==> config.mk <==
export PLATFORM = sky130hd
export DESIGN_NAME = cp_dma_ctrl_flat
export DESIGN_NICKNAME = d
export VERILOG_FILES = /design/src/rtl/cp_pkg.sv /design/src/rtl/cp_dma_ctrl_if.sv /design/src/rtl/cp_skid_buf.sv /design/src/rtl/cp_dma_ctrl.sv /design/src/flat_wrapper.sv
export SDC_FILE = /design/constraint.sdc
export NUM_CORES = 1
export LEC_CHECK = 0
export BUFFER_PORTS_ARGS = -buffer_cell sky130_fd_sc_hd__buf_2
export CORE_MARGIN = 2
export CORE_UTILIZATION = 53
export CTS_CLUSTER_DIAMETER = 100
export DETAILED_ROUTE_END_ITERATION = 10
export HOLD_SLACK_MARGIN = 0.08
export PLACE_DENSITY_LB_ADDON = 0.08
export SLEW_MARGIN = 10
export SYNTH_ARGS = -nofsm -noshare
export SYNTH_HDL_FRONTEND = slang
export SYNTH_SLANG_ARGS = --single-unit
==> constraint.sdc <==
create_clock -name clock -period 3.95 [get_ports clock]
set_clock_uncertainty 0.2 [all_clocks]
set_input_delay 0.395 -clock clock [delete_from_list [all_inputs] [get_ports clock]]
set_output_delay 0.395 -clock clock [all_outputs]
set_load 0.01 [all_outputs]
==> src/rtl/cp_pkg.sv <==
// ---------------------------------------------------------------------------
// cp_pkg
// Shared definitions for the cp_core host-side DMA controller:
//   - default datapath and DMEM address widths
//   - job length width (one more bit than the address so a full DMEM sweep
//     of 2^DMEM_ADDR_WIDTH words can be expressed)
//   - controller FSM state encoding
// ---------------------------------------------------------------------------
package cp_pkg;

  localparam int CP_D_WIDTH_DEF      = 72;
  localparam int DMEM_ADDR_WIDTH_DEF = 10;
  localparam int LEN_WIDTH_DEF       = DMEM_ADDR_WIDTH_DEF + 1;

  typedef logic [LEN_WIDTH_DEF-1:0] cp_len_t;

  typedef enum logic [2:0] {
    ST_IDLE,
    ST_LOAD,
    ST_RUN,
    ST_UNLOAD,
    ST_DRAIN
  } cp_state_e;

endpackage

==> src/rtl/cp_dma_ctrl_if.sv <==
// ---------------------------------------------------------------------------
// cp_dma_ctrl_if
// Host-facing bundle of the DMA controller:
//   cmd_*   : job command (valid/ready) with load/unload base and length
//   in_*    : operand stream into DMEM (valid/ready/data)
//   out_*   : result stream out of DMEM (valid/ready/data)
//   cp_nbusy: core not-busy status, forwarded to the host unchanged
// Modports: master = host side, slave = controller side.
// ---------------------------------------------------------------------------
interface cp_dma_ctrl_if #(
  parameter int D_W = 72,
  parameter int A_W = 10
);

  logic           cmd_valid;
  logic           cmd_ready;
  logic [A_W-1:0] cmd_ld_base;
  logic [A_W:0]   cmd_ld_len;
  logic [A_W-1:0] cmd_st_base;
  logic [A_W:0]   cmd_st_len;

  logic           in_valid;
  logic           in_ready;
  logic [D_W-1:0] in_data;

  logic           out_valid;
  logic           out_ready;
  logic [D_W-1:0] out_data;

  logic           cp_nbusy;

  modport master (
    output cmd_valid, cmd_ld_base, cmd_ld_len, cmd_st_base, cmd_st_len,
    input  cmd_ready,
    output in_valid, in_data,
    input  in_ready,
    input  out_valid, out_data,
    output out_ready,
    input  cp_nbusy
  );

  modport slave (
    input  cmd_valid, cmd_ld_base, cmd_ld_len, cmd_st_base, cmd_st_len,
    output cmd_ready,
    input  in_valid, in_data,
    output in_ready,
    output out_valid, out_data,
    input  out_ready,
    output cp_nbusy
  );

endinterface

==> src/rtl/cp_skid_buf.sv <==
// ---------------------------------------------------------------------------
// cp_skid_buf
// Two-entry valid/ready buffer for the DMEM unload stream. When empty, an
// arriving word falls straight through to the output in the same cycle, so a
// DMEM read issued at cycle t can be presented at t+1.
// Ports:
//   clock, nreset          : clock, synchronous active-low reset
//   push_valid, push_data  : returned DMEM read data (no ready: the caller
//                            limits buffered + in-flight reads to 2)
//   pop_valid, pop_ready,
//   pop_data               : output stream
//   occupancy              : number of words held in storage (0..2)
// ---------------------------------------------------------------------------
module cp_skid_buf #(
  parameter int WIDTH = 72
) (
  input  logic             clock,
  input  logic             nreset,
  input  logic             push_valid,
  input  logic [WIDTH-1:0] push_data,
  output logic             pop_valid,
  input  logic             pop_ready,
  output logic [WIDTH-1:0] pop_data,
  output logic [1:0]       occupancy
);

  logic [WIDTH-1:0] mem_q [2];
  logic [1:0]       count_q, count_d;
  logic             rd_ptr_q, rd_ptr_d;
  logic             wr_ptr_q, wr_ptr_d;
  logic             store, take;

  // NOTE: every signal written here gets a default first, so no path can
  // leave it unassigned and infer a latch.
  always_comb begin
    pop_valid = (count_q != 2'd0) || push_valid;
    pop_data  = '0;
    if (count_q != 2'd0) begin
      pop_data = mem_q[rd_ptr_q];
    end else if (push_valid) begin
      pop_data = push_data;
    end
    take     = pop_ready && (count_q != 2'd0);
    // Bypass: an empty buffer with a ready consumer stores nothing.
    store    = push_valid && !((count_q == 2'd0) && pop_ready);
    count_d  = count_q + {1'b0, store} - {1'b0, take};
    rd_ptr_d = rd_ptr_q ^ take;
    wr_ptr_d = wr_ptr_q ^ store;
  end

  // NOTE: sequential state uses non-blocking assignments so every flop
  // samples pre-edge values regardless of process ordering.
  always_ff @(posedge clock) begin
    if (!nreset) begin
      count_q  <= 2'd0;
      rd_ptr_q <= 1'b0;
      wr_ptr_q <= 1'b0;
    end else begin
      count_q  <= count_d;
      rd_ptr_q <= rd_ptr_d;
      wr_ptr_q <= wr_ptr_d;
    end
  end

  // NOTE: storage is not reset; count_q alone decides which entries are
  // meaningful, and an empty buffer drives zero on pop_data.
  always_ff @(posedge clock) begin
    if (store) begin
      mem_q[wr_ptr_q] <= push_data;
    end
  end

  assign occupancy = count_q;

endmodule

==> src/rtl/cp_dma_ctrl.sv <==
// ---------------------------------------------------------------------------
// cp_dma_ctrl
// Host-side launcher for one cp_core: accepts a job, loads operands into
// DMEM, runs the core until cp_done (or watchdog expiry), then unloads
// results through a 2-entry skid buffer.
// Ports:
//   clock, nreset            : clock, synchronous active-low reset
//   host (slave)             : command, operand and result streams, status
//   dmem_addr_d/in_d/we_d    : registered DMEM load write port
//   dmem_addr_e, dmem_out_e  : DMEM unload read port (1-cycle read latency)
//   cp_active                : registered core run enable
//   cp_nbusy                 : core not-busy, forwarded to host as status
//   cp_done                  : core completion (registered inside the core)
//   job_done                 : one-cycle completion pulse
//   job_timeout              : sticky watchdog flag, cleared on next command
// ---------------------------------------------------------------------------
module cp_dma_ctrl
  import cp_pkg::*;
#(
  parameter int CP_D_WIDTH      = CP_D_WIDTH_DEF,
  parameter int DMEM_ADDR_WIDTH = DMEM_ADDR_WIDTH_DEF,
  parameter int WDOG_WIDTH      = 20
) (
  input  logic                       clock,
  input  logic                       nreset,
  cp_dma_ctrl_if.slave               host,
  output logic [DMEM_ADDR_WIDTH-1:0] dmem_addr_d,
  output logic [CP_D_WIDTH-1:0]      dmem_in_d,
  output logic                       dmem_we_d,
  output logic [DMEM_ADDR_WIDTH-1:0] dmem_addr_e,
  input  logic [CP_D_WIDTH-1:0]      dmem_out_e,
  output logic                       cp_active,
  input  logic                       cp_nbusy,
  input  logic                       cp_done,
  output logic                       job_done,
  output logic                       job_timeout
);

  localparam int AW = DMEM_ADDR_WIDTH;
  localparam int LW = DMEM_ADDR_WIDTH + 1;
  // Last RUN cycle value of the watchdog: 2^WDOG_WIDTH-1 RUN cycles total.
  localparam logic [WDOG_WIDTH-1:0] WDOG_LAST = {{(WDOG_WIDTH-1){1'b1}}, 1'b0};

  cp_state_e             state_q, state_d;
  logic [AW-1:0]         ld_base_q, ld_base_d, st_base_q, st_base_d;
  logic [LW-1:0]         ld_len_q, ld_len_d, st_len_q, st_len_d;
  logic [LW-1:0]         ld_cnt_q, ld_cnt_d, st_cnt_q, st_cnt_d;
  logic [WDOG_WIDTH-1:0] wdog_q, wdog_d;
  logic                  rd_inflight_q, rd_inflight_d;
  logic                  cp_active_q, cp_active_d;
  logic                  job_done_q, job_done_d;
  logic                  job_timeout_q, job_timeout_d;
  logic                  ld_we_q, ld_we_d;
  logic [AW-1:0]         ld_addr_q, ld_addr_d;
  logic [CP_D_WIDTH-1:0] ld_data_q, ld_data_d;

  logic                  in_ready;
  logic                  rd_issue;
  logic                  drained;
  logic [1:0]            skid_occ;

  // LOAD stays one cycle past the last beat (in_ready low) so the final
  // registered write lands before the core's first RUN cycle.
  assign in_ready = (state_q == ST_LOAD) && (ld_cnt_q != ld_len_q);
  // Reads are throttled so returned data can never overflow the skid buffer.
  assign rd_issue = (state_q == ST_UNLOAD) && (st_cnt_q != st_len_q) &&
                    (({1'b0, skid_occ} + {2'b00, rd_inflight_q}) < 3'd2);
  assign drained  = (skid_occ == 2'd0) && !rd_inflight_q;

  always_comb begin
    state_d       = state_q;
    ld_base_d     = ld_base_q;
    ld_len_d      = ld_len_q;
    st_base_d     = st_base_q;
    st_len_d      = st_len_q;
    ld_cnt_d      = ld_cnt_q;
    st_cnt_d      = st_cnt_q;
    wdog_d        = wdog_q;
    job_done_d    = 1'b0;
    job_timeout_d = job_timeout_q;
    ld_we_d       = 1'b0;
    ld_addr_d     = ld_addr_q;
    ld_data_d     = ld_data_q;

    unique case (state_q)
      ST_IDLE: begin
        if (host.cmd_valid) begin
          ld_base_d     = host.cmd_ld_base;
          ld_len_d      = host.cmd_ld_len;
          st_base_d     = host.cmd_st_base;
          st_len_d      = host.cmd_st_len;
          ld_cnt_d      = '0;
          st_cnt_d      = '0;
          wdog_d        = '0;
          job_timeout_d = 1'b0;
          state_d       = (host.cmd_ld_len != '0) ? ST_LOAD : ST_RUN;
        end
      end
      ST_LOAD: begin
        if (in_ready && host.in_valid) begin
          ld_we_d   = 1'b1;
          ld_addr_d = ld_base_q + ld_cnt_q[AW-1:0];
          ld_data_d = host.in_data;
          ld_cnt_d  = ld_cnt_q + 1'b1;
        end
        if (ld_cnt_q == ld_len_q) begin
          state_d = ST_RUN;
        end
      end
      ST_RUN: begin
        wdog_d = wdog_q + 1'b1;
        if (cp_done) begin
          state_d = (st_len_q != '0) ? ST_UNLOAD : ST_DRAIN;
        end else if (wdog_q == WDOG_LAST) begin
          job_timeout_d = 1'b1;
          state_d       = ST_DRAIN;
        end
      end
      ST_UNLOAD: begin
        if (rd_issue) begin
          st_cnt_d = st_cnt_q + 1'b1;
        end
        if (st_cnt_d == st_len_q) begin
          state_d = ST_DRAIN;
        end
      end
      ST_DRAIN: begin
        if (drained) begin
          job_done_d = 1'b1;
          state_d    = ST_IDLE;
        end
      end
      default: state_d = ST_IDLE;
    endcase

    rd_inflight_d = rd_issue;
    cp_active_d   = (state_d == ST_RUN);
  end

  always_ff @(posedge clock) begin
    if (!nreset) begin
      state_q       <= ST_IDLE;
      ld_base_q     <= '0;
      ld_len_q      <= '0;
      st_base_q     <= '0;
      st_len_q      <= '0;
      ld_cnt_q      <= '0;
      st_cnt_q      <= '0;
      wdog_q        <= '0;
      rd_inflight_q <= 1'b0;
      cp_active_q   <= 1'b0;
      job_done_q    <= 1'b0;
      job_timeout_q <= 1'b0;
      ld_we_q       <= 1'b0;
      ld_addr_q     <= '0;
      ld_data_q     <= '0;
    end else begin
      state_q       <= state_d;
      ld_base_q     <= ld_base_d;
      ld_len_q      <= ld_len_d;
      st_base_q     <= st_base_d;
      st_len_q      <= st_len_d;
      ld_cnt_q      <= ld_cnt_d;
      st_cnt_q      <= st_cnt_d;
      wdog_q        <= wdog_d;
      rd_inflight_q <= rd_inflight_d;
      cp_active_q   <= cp_active_d;
      job_done_q    <= job_done_d;
      job_timeout_q <= job_timeout_d;
      ld_we_q       <= ld_we_d;
      ld_addr_q     <= ld_addr_d;
      ld_data_q     <= ld_data_d;
    end
  end

  cp_skid_buf #(
    .WIDTH (CP_D_WIDTH)
  ) u_skid (
    .clock      (clock),
    .nreset     (nreset),
    .push_valid (rd_inflight_q),
    .push_data  (dmem_out_e),
    .pop_valid  (host.out_valid),
    .pop_ready  (host.out_ready),
    .pop_data   (host.out_data),
    .occupancy  (skid_occ)
  );

  assign host.cmd_ready = (state_q == ST_IDLE);
  assign host.in_ready  = in_ready;
  assign host.cp_nbusy  = cp_nbusy;

  assign dmem_addr_d = ld_addr_q;
  assign dmem_in_d   = ld_data_q;
  assign dmem_we_d   = ld_we_q;
  assign dmem_addr_e = st_base_q + st_cnt_q[AW-1:0];
  assign cp_active   = cp_active_q;
  assign job_done    = job_done_q;
  assign job_timeout = job_timeout_q;

endmodule

==> src/flat_wrapper.sv <==
// flat-port wrapper written by rule: the top's interface ports become plain ports
module cp_dma_ctrl_flat import cp_pkg::*;
#(
  parameter int CP_D_WIDTH      = CP_D_WIDTH_DEF,
  parameter int DMEM_ADDR_WIDTH = DMEM_ADDR_WIDTH_DEF,
  parameter int WDOG_WIDTH      = 20
)
  (clock, nreset, dmem_addr_d, dmem_in_d, dmem_we_d, dmem_addr_e, dmem_out_e, cp_active, cp_nbusy, cp_done, job_done, job_timeout, host_cmd_valid, host_cmd_ld_base, host_cmd_ld_len, host_cmd_st_base, host_cmd_st_len, host_cmd_ready, host_in_valid, host_in_data, host_in_ready, host_out_valid, host_out_data, host_out_ready, host_cp_nbusy);
  cp_dma_ctrl_if #(.D_W((72)), .A_W((10))) host_i ();
  input  logic clock;
  input  logic nreset;
  output logic [DMEM_ADDR_WIDTH-1:0] dmem_addr_d;
  output logic [CP_D_WIDTH-1:0] dmem_in_d;
  output logic dmem_we_d;
  output logic [DMEM_ADDR_WIDTH-1:0] dmem_addr_e;
  input  logic [CP_D_WIDTH-1:0] dmem_out_e;
  output logic cp_active;
  input  logic cp_nbusy;
  input  logic cp_done;
  output logic job_done;
  output logic job_timeout;
  input wire logic [$bits(host_i.cmd_valid)-1:0] host_cmd_valid;
  input wire logic [$bits(host_i.cmd_ld_base)-1:0] host_cmd_ld_base;
  input wire logic [$bits(host_i.cmd_ld_len)-1:0] host_cmd_ld_len;
  input wire logic [$bits(host_i.cmd_st_base)-1:0] host_cmd_st_base;
  input wire logic [$bits(host_i.cmd_st_len)-1:0] host_cmd_st_len;
  output wire logic [$bits(host_i.cmd_ready)-1:0] host_cmd_ready;
  input wire logic [$bits(host_i.in_valid)-1:0] host_in_valid;
  input wire logic [$bits(host_i.in_data)-1:0] host_in_data;
  output wire logic [$bits(host_i.in_ready)-1:0] host_in_ready;
  output wire logic [$bits(host_i.out_valid)-1:0] host_out_valid;
  output wire logic [$bits(host_i.out_data)-1:0] host_out_data;
  input wire logic [$bits(host_i.out_ready)-1:0] host_out_ready;
  output wire logic [$bits(host_i.cp_nbusy)-1:0] host_cp_nbusy;
  assign host_i.cmd_valid = host_cmd_valid;
  assign host_i.cmd_ld_base = host_cmd_ld_base;
  assign host_i.cmd_ld_len = host_cmd_ld_len;
  assign host_i.cmd_st_base = host_cmd_st_base;
  assign host_i.cmd_st_len = host_cmd_st_len;
  assign host_cmd_ready = host_i.cmd_ready;
  assign host_i.in_valid = host_in_valid;
  assign host_i.in_data = host_in_data;
  assign host_in_ready = host_i.in_ready;
  assign host_out_valid = host_i.out_valid;
  assign host_out_data = host_i.out_data;
  assign host_i.out_ready = host_out_ready;
  assign host_cp_nbusy = host_i.cp_nbusy;
  cp_dma_ctrl #(.CP_D_WIDTH(CP_D_WIDTH), .DMEM_ADDR_WIDTH(DMEM_ADDR_WIDTH), .WDOG_WIDTH(WDOG_WIDTH)) u_core (.clock(clock), .nreset(nreset), .host(host_i), .dmem_addr_d(dmem_addr_d), .dmem_in_d(dmem_in_d), .dmem_we_d(dmem_we_d), .dmem_addr_e(dmem_addr_e), .dmem_out_e(dmem_out_e), .cp_active(cp_active), .cp_nbusy(cp_nbusy), .cp_done(cp_done), .job_done(job_done), .job_timeout(job_timeout));
endmodule
Word level (Yosys, flattened, before mapping) --
Memories as Yosys holds them, arrays and structs flattened. A register that Yosys moved wholly into a read port is not among the register bits. Cells that the tools add are included. W data, S select, Z words.
Operators by class: add/sub/neg operators 8, $mul 0, div/mod/pow operators 0, $lt $le $gt $ge 1, eq/ne operators 14, shift operators 0, mux-type cells 28, bitwise gates (word level) 2, reductions and logical operators 27
Operators with widths (number):
- $mux W72 | 2
- $mux W11 | 4
- $pmux W11 S2 | 2
- $pmux W20 S2 | 1
- $add A11 B1 Y11 const B | 2
- $eq A11 B11 Y1 | 2
- $ne A11 B11 Y1 | 2
- $reduce_bool A11 Y1 | 2
- $mux W3 | 7
- $add A10 B10 Y10 | 2
- $add A20 B1 Y20 const B | 1
- $eq A20 B20 Y1 const B | 1
- $mux W20 | 1
- $pmux W3 S5 | 1
- $reduce_and A2 Y1 | 6
- $eq A3 B2 Y1 const B | 3
- $logic_and A1 B1 Y1 | 8
- $mux W1 | 8
- $reduce_bool A2 Y1 | 4
- $ne A2 B2 Y1 const B | 3
- $reduce_and A4 Y1 | 1
- $add A2 B1 Y3 | 1
- $eq A3 B1 Y1 const B | 1
- $eq A3 B3 Y1 const B | 1
- other kinds (12) | 14
Word-level totals: flip-flop bits (word level) 178, latch bits 0, memory bits (writable) 144, bits in read-only memories 0, input port bits 193, output and inout port bits 172, logic and storage cells 99, memories kept 1
Memory list:
- u_core.u_skid.mem_q | depth 2, bits a word 72, read ports 1, clocked after memory_dff 1, wr ports 1, RTL line cp_skid_buf.sv:27 | logic [WIDTH-1:0] mem_q [2];

Logic depth before layout (Yosys ltp) --
Gate-level depths: netlist of the first run.
word-level depth 9, depth in mapped cells 11, gate-level depth less buffers 11

Hierarchy --
From an unflattened synthesis of the first run, not the netlist that was laid out.
Second synthesis, totals: cells, all modules 1417, area, all modules 14584.0 µm²
By module, submodules not included:
- cp_dma_ctrl | times used 1, cells each 999, area an instance 7880.1 µm², seq. area each 3483.3 µm²
- cp_skid_buf | times used 1, cells each 418, area an instance 6703.9 µm², seq. area each 4424.2 µm²

Worst setup path before layout of the first run --
Ideal clock, no wire load.
path kind register to register, from register u_core.rd_inflight_q, to memory u_core.u_skid.mem_q[1][0] (enable), setup time 0.438 ns, arrival time 2.838 ns, data required time 3.312 ns, setup slack 0.474 ns, cell stages (with the launch flop) 6, buffers on the path 2, period minus slack after synthesis 3.476 ns, cells stage by stage dfxtp_1 clkbuf_1 clkbuf_1 nand2_1 inv_1 ha_1
Between the ends: word-level cells in the longest chain between the ends 3
RTL lines:
- from (decl) | RTL line cp_dma_ctrl.sv:49 | logic rd_inflight_q, rd_inflight_d;
- from (signal assigned) | RTL line cp_dma_ctrl.sv:166 | rd_inflight_q <= rd_inflight_d;
- $logic_and A1 B1 Y1 | RTL line cp_skid_buf.sv:45 | store = push_valid && !((count_q == 2'd0) && pop_ready);
- $mux W1 | RTL line cp_skid_buf.sv:68 | if (store) begin
- $mux W1 (not written as such) | RTL line cp_skid_buf.sv:69 | mem_q[wr_ptr_q] <= push_data;
- to (decl) | RTL line cp_skid_buf.sv:27
Every way passes these cells.

Worst setup path after layout of the first run --
from register u_core.st_cnt_q[1], to output dmem_addr_e[9]
Between the ends: word-level cells in the longest chain between the ends 1
RTL lines:
- from (decl) | RTL line cp_dma_ctrl.sv:47 | logic [LW-1:0] ld_cnt_q, ld_cnt_d, st_cnt_q, st_cnt_d;
- from (signal assigned) | RTL line cp_dma_ctrl.sv:164 | st_cnt_q <= st_cnt_d;
- $add A10 B10 Y10 | RTL line cp_dma_ctrl.sv:196 | assign dmem_addr_e = st_base_q + st_cnt_q[AW-1:0];
- to (decl) | RTL line flat_wrapper.sv:15 | output logic [DMEM_ADDR_WIDTH-1:0] dmem_addr_e;
Every way passes these cells.

==> results of run 1 <==
## Yosys cell counts (7+ instances only)
cell      number
a21o_1         7
a21oi_1      159
a31oi_1        8
and2_1         8
and3_1        11
buf_1         15
clkbuf_1      71
dfxtp_1      179
edfxtp_1     144
ha_1          26
inv_1         15
mux2i_1       74
nand2_1      285
nand2b_1       7
nand3_1       98
nand4_1       13
nor2_1        45
o211ai_1       7
o21ai_0       88
or2_2          7
or3_1         11
xnor2_1       30
xor2_1        17
## kinds of logic (layout without fill, tap and decap cells)
kind of cell | count (synthesis) | in the layout | share of synthesized area [%]
flops | 323 | 323 | 56.5
fa+ha+maj | 29 | 29 | 2.68
simple gates | 517 | 517 | 16.6
compound gates | 299 | 299 | 12.1
buf+inv | 109 | 644 | 3.12
mux | 76 | 76 | 5.46
xor+xnor | 51 | 51 | 3.46
## worst paths after layout
| kind | startpoint | to | slack [ns] |
|---|---|---|---|
| worst max-delay path | u_core.st_cnt_q[1]$_SDFFE_PN0P_ | dmem_addr_e[9] | 0.42 |
| worst min-delay path | nreset | u_core.st_cnt_q[7]$_SDFFE_PN0P_ | 0.11 |
| worst max register to register | u_core.state_q[0]$_SDFF_PN0_ | u_core.state_q[0]$_SDFF_PN0_ | 0.77 |
| worst min register to register | u_core.dmem_in_d[42]$_SDFFE_PN0P_ | u_core.dmem_in_d[42]$_SDFFE_PN0P_ | 0.25 |
## flip-flops by register name, indices dropped and copies added, names as in the netlist, named ones only
register,count
u_core.ld_cnt_q,11
u_core.job_done,1
u_core.st_cnt_q,11
u_core.cp_active,1
u_core.dmem_in_d,72
u_core.ld_len_q,11
u_core.u_skid.mem_q,144
u_core.u_skid.occupancy,2
u_core.wdog_q,20
u_core.st_len_q,11
u_core.ld_base_q,10
u_core.state_q,3
u_core.job_timeout,1
u_core.u_skid.wr_ptr_q,1
u_core.st_base_q,10
u_core.rd_inflight_q,1
u_core.u_skid.rd_ptr_q,1
u_core.dmem_addr_d,10
u_core.dmem_we_d,1
## layer usage
metal	global-route usage, %	vias to the layer above	wire, um
met1	34.5	5794	15900
met5	0	-	0
met2	45.0	468	18300
li1	-	5980	-
met4	8.88	0	1160
met3	5.11	80	2540
## stage by stage
step,area (um^2),setup slack (ns),util (%),std cells
global route,19000,0.282,73.0,2274
finish,19000,0.422,73.0,2274
CTS,19000,0.481,73.0,2274
detailed placement,16100,0.787,61.8,2026
global placement,16100,0.843,61.8,2026
floorplan,14000,0.474,-,1404
## report_power, final
group          leakage (nW)  switching [W]  internal [W]
combinational          4.30        0.00111      0.000780
sequential             2.75       0.000154       0.00360
clock                 0.524        0.00127       0.00172
## timing repair
action                                 CTS  global route
endpoints found under the hold margin  258             0
gates resized for setup                  0             0
hold buffers                           186             0
## final cells by class
cell class	count	area [um^2]	share of cell area (%)
flip-flops and latches	323	7910	41.7
inverters	15	58.8	0.310
repair buffers	567	3850	20.3
multi-input cells	972	5690	30.0
clock inverters	14	77.6	0.409
well taps	335	419	2.21
clock buffers	48	966	5.09
==> impl_metrics.yaml, run 1 <==
critical_path:
  critPathLaunchType: "register"
  ff2ff_path_depth: 8
  crit_type: "reg2out"
  path_cells: "ha_1 > a21o_1 > a21oi_1 > o21ai_0 > a21oi_1 > o21ai_0 > a21o_1 > a21oi_1 > xnor2_1 > buf_2"
  path_common_cell: "a21oi_1"
  arrival_ns: 2.93
  end_kind: "output pin"
  cp_slowest_cell: "dfxtp_1"
  slowest_delay_ns: 0.52
  crit_family: "compound AO/OA/AOI/OAI gates"
  path_buf_inv: 1
  crit_cells: 10
  path_max_fanout: 8
  required_ns: 3.36
floorplan:
  die-area_um2: 27700
  std_cell_rows: 59
  io_pins: 365
  core_area_um2: 26000
  initial_core_util_pct: 53.8
  dieHeight_um: 166
  die_w_um: 166
logic_synthesis:
  ys_seq_area_share_pct: 56.5
  syn_inst: 1404
  synth.avg_cell_area_um2: 9.97
  synth_edf_count: 144
  ys_warn_count: 0
  synth_area_leaders: "edfxtp_1, dfxtp_1, nand2_1"
  synth_area_um2: 14000
  yosysUniqueCellTypes: 66
  yosysTopAreaCell: "edfxtp_1"
  synth_top_area_share_pct: 30.9
  async_flop_share_pct: 0
  ys.flop_type: "dfxtp_1"
  ys_ff_latch: 323
  synth_nets: 1625
global_route:
  antenna_found_initial: 0
  grt_pass1_wl_um: 61400
  grt_max_degree: 146
  grt_use_total_pct: 26.6
  overflow: 0
  grt_pass1_vias: 12164
place:
  dp_hpwl_um: 23100
  gp_congestion: 0.901
  portBuffers: 362
timing:
  max_slew_margin_pct: 41.4
  fin_crit_ns: 3.53
  drv_slew: 0
  rsz0062_at_grt: "no"
  tns_ns: 0
  fmax_mhz: 283
  whs_ns: 0.111
  setup_violations: 0
  hold_viol: 0
  worst_pin_slew_ns: 0.879
  finalCritPeriodShare_pct: 89.3
final_layout:
  final_common_cell: "buf_2"
  antenna_cells: 0
  fillerInstances: 1897
  syn2layout_area_growth_pct: 35.6
  drive_above_1_share_pct: 23.9
  nets: 2135
  final_cell_mix: "buf_2, nand2_1, dlygate4sd3_1"
worst_hold_path:
  hold_path_class: "in2reg"
  hold_depth: 2
routing:
  vias: 12322
  first_iter_violations: 1072
  drtPass1Iterations: 7
  ant_nets: 0
  wl_um: 37900
  wl_per_cell_um: 16.7
  drc: 0
  viasPerCell: 5.42
cts:
  post_cts_buffers: 0
  path_clk_slew_ns: 0.06
  cts_tree: "done"
  cts_buffer_depth: 3
  cts.sinks: 323
  clock-root-buffer: "clkbuf_16"
  h-tree-depth: 2
  cts_buffers: 35
  clkLatencyLatePin_ns: 0.51
power:
  p_leak_nw: 7.57
  power_density_nw_per_um2: 456
  vdd.ir_drop.worst_mv: 0.497
  total_power_w: 0.00864
job:
  max_cap_violations: 0
run_status:
  status: "completed"
(Power assumes the default switching activity.)
==> inputs of run 2 (changes only) <==
- CORE_UTILIZATION: 53 -> 45
==> impl_metrics.yaml, run 2 (synthesis gave the netlist of run 1 again) <==
cts:
  h-tree-depth: 2
  cts_buffers: 35
  clkLatencyLatePin_ns: 0.50
  cts_tree: "done"
  cts_resized: 0
  path_clk_slew_ns: 0.06
  post_cts_buffers: 0
  clock-root-buffer: "clkbuf_16"
  cts_buffer_depth: 3
  cts.sinks: 323
final_layout:
  multiInputGateArea_um2: 5690
  fillerInstances: 2563
  drive_above_1_share_pct: 23.6
  nets: 2131
  largest_reg_flops: 144
  final_util_pct: 62.6
  ff_latch_area_um2: 7910
  largest_register: "u_core.u_skid.mem_q"
  final_cell_mix: "buf_2, nand2_1, dlygate4sd3_1"
  final_common_cell: "buf_2"
  syn2layout_area_growth_pct: 36.9
timing:
  max_slew_margin_pct: 39.3
  fmax_mhz: 289
  rsz0062_at_grt: "no"
  finalCritPeriodShare_pct: 87.7
  drv_slew: 0
  tns_ns: 0
  setup_violations: 0
  fin_crit_ns: 3.46
  fin_ws_ns: 0.486
  whs_ns: 0.108
  hold_viol: 0
  worst_pin_slew_ns: 0.911
critical_path:
  required_ns: 3.36
  end_kind: "output pin"
  critPathLaunchType: "register"
  crit_type: "reg2out"
  path_max_fanout: 8
  arrival_ns: 2.87
global_route:
  antenna_found_initial: 1
  grt_max_degree: 146
  grt_pass1_vias: 11732
  grt_pass1_wl_um: 60100
  overflow: 0
  grt_use_total_pct: 22.2
floorplan:
  dieHeight_um: 180
  std_cell_rows: 64
  die-area_um2: 32500
  core_area_um2: 30600
  initial_core_util_pct: 45.7
  io_pins: 365
  die_w_um: 180
power:
  p_leak_nw: 7.60
  power_density_nw_per_um2: 464
  vdd.ir_drop.worst_mv: 0.358
routing:
  drc: 0
  wl_per_cell_um: 15.9
  vias: 12079
  first_iter_violations: 790
  ant_nets: 0
  drtPass1Iterations: 5
  wl_um: 37200
  viasPerCell: 5.18
place:
  dp_hpwl_um: 23400
  pre_cts_ws_ns: 0.769
  portBuffers: 362
  gp_congestion: 0.866
job:
  max_cap_violations: 0
run_status:
  status: "completed"
worst_hold_path:
  hold_path_class: "in2reg"
==> run 2: changes by cell type in the layout (fill, tap and decap cells not counted), moves of 2 or more <==
cell,change
clkbuf_8,+6
buf_4,-7
clkinv_2,-7
clkinv_1,+2
buf_12,+2
bufinv_16,+2
clkbuf_1,-3
==> run 2: cell type report <==
| type | instances | share of cell area (%) |
|---|---|---|
| multi-input combinational | 972 | 29.7 |
| inverter | 15 | 0.307 |
| sequential | 323 | 41.3 |
| timing repair buffer | 563 | 20.1 |
| clock inverter | 8 | 0.451 |
| tap | 396 | 2.59 |
| antenna | 1 | 0.0131 |
| clock buffer | 52 | 5.55 |
==> run 2: report_power, final <==
part	total, W	internal (W)	switching, W	leakage, nW
Combinational	0.00187	0.000780	0.00109	4.28
Sequential	0.00376	0.00360	0.000158	2.75
Clock	0.00326	0.00198	0.00128	0.566
Total	0.00889	0.00637	0.00252	7.60
==> run 2: path summary, 6_finish.rpt <==
path	end	slack, ns	from	cells past startpoint
setup / recovery	dmem_addr_e[9]	0.49	u_core.st_cnt_q[1]$_SDFFE_PN0P_	10
hold / removal	u_core.dmem_addr_d[9]$_SDFFE_PN0P_	0.11	nreset	3
hold reg to reg	u_core.dmem_in_d[28]$_SDFFE_PN0P_	0.25	u_core.dmem_in_d[28]$_SDFFE_PN0P_	2
setup reg to reg	u_core.state_q[0]$_SDFF_PN0_	0.76	u_core.state_q[0]$_SDFF_PN0_	8
==> run 2: metrics by stage <==
stage / cell area, um^2 / instances / power (W)
CTS: 19200 / 2329 / 0.00898
global placement: 16100 / 2082 / 0.00554
floorplan: 14000 / 1404 / 0.00487
global route: 19200 / 2330 / 0.00931
detailed placement: 16100 / 2082 / 0.00556
finish: 19200 / 2330 / 0.00889
==> run 2: worst max-delay path, cell delays in order (launching register included) <==
cell and delay, ns:
dfxtp_1 0.51, ha_1 0.29, a21o_1 0.17, a21oi_1 0.21
o21ai_0 0.11, a21oi_1 0.23, o21ai_0 0.18, a21o_1 0.21
a21oi_1 0.16, xnor2_1 0.13, buf_2 0.15
==> run 2: layer usage <==
layer	track usage, %	wire [um]	vias to the layer above
met5	0	0	-
met4	6.74	968	0
met3	4.18	2370	74
met2	36.7	17400	363
met1	29.6	16500	5665
li1	-	-	5977
==> run 2: repair_timing <==
action                                 CTS  global route
endpoints found under the hold margin  259             0
hold buffers                           187             0
setup endpoints to repair                0             0
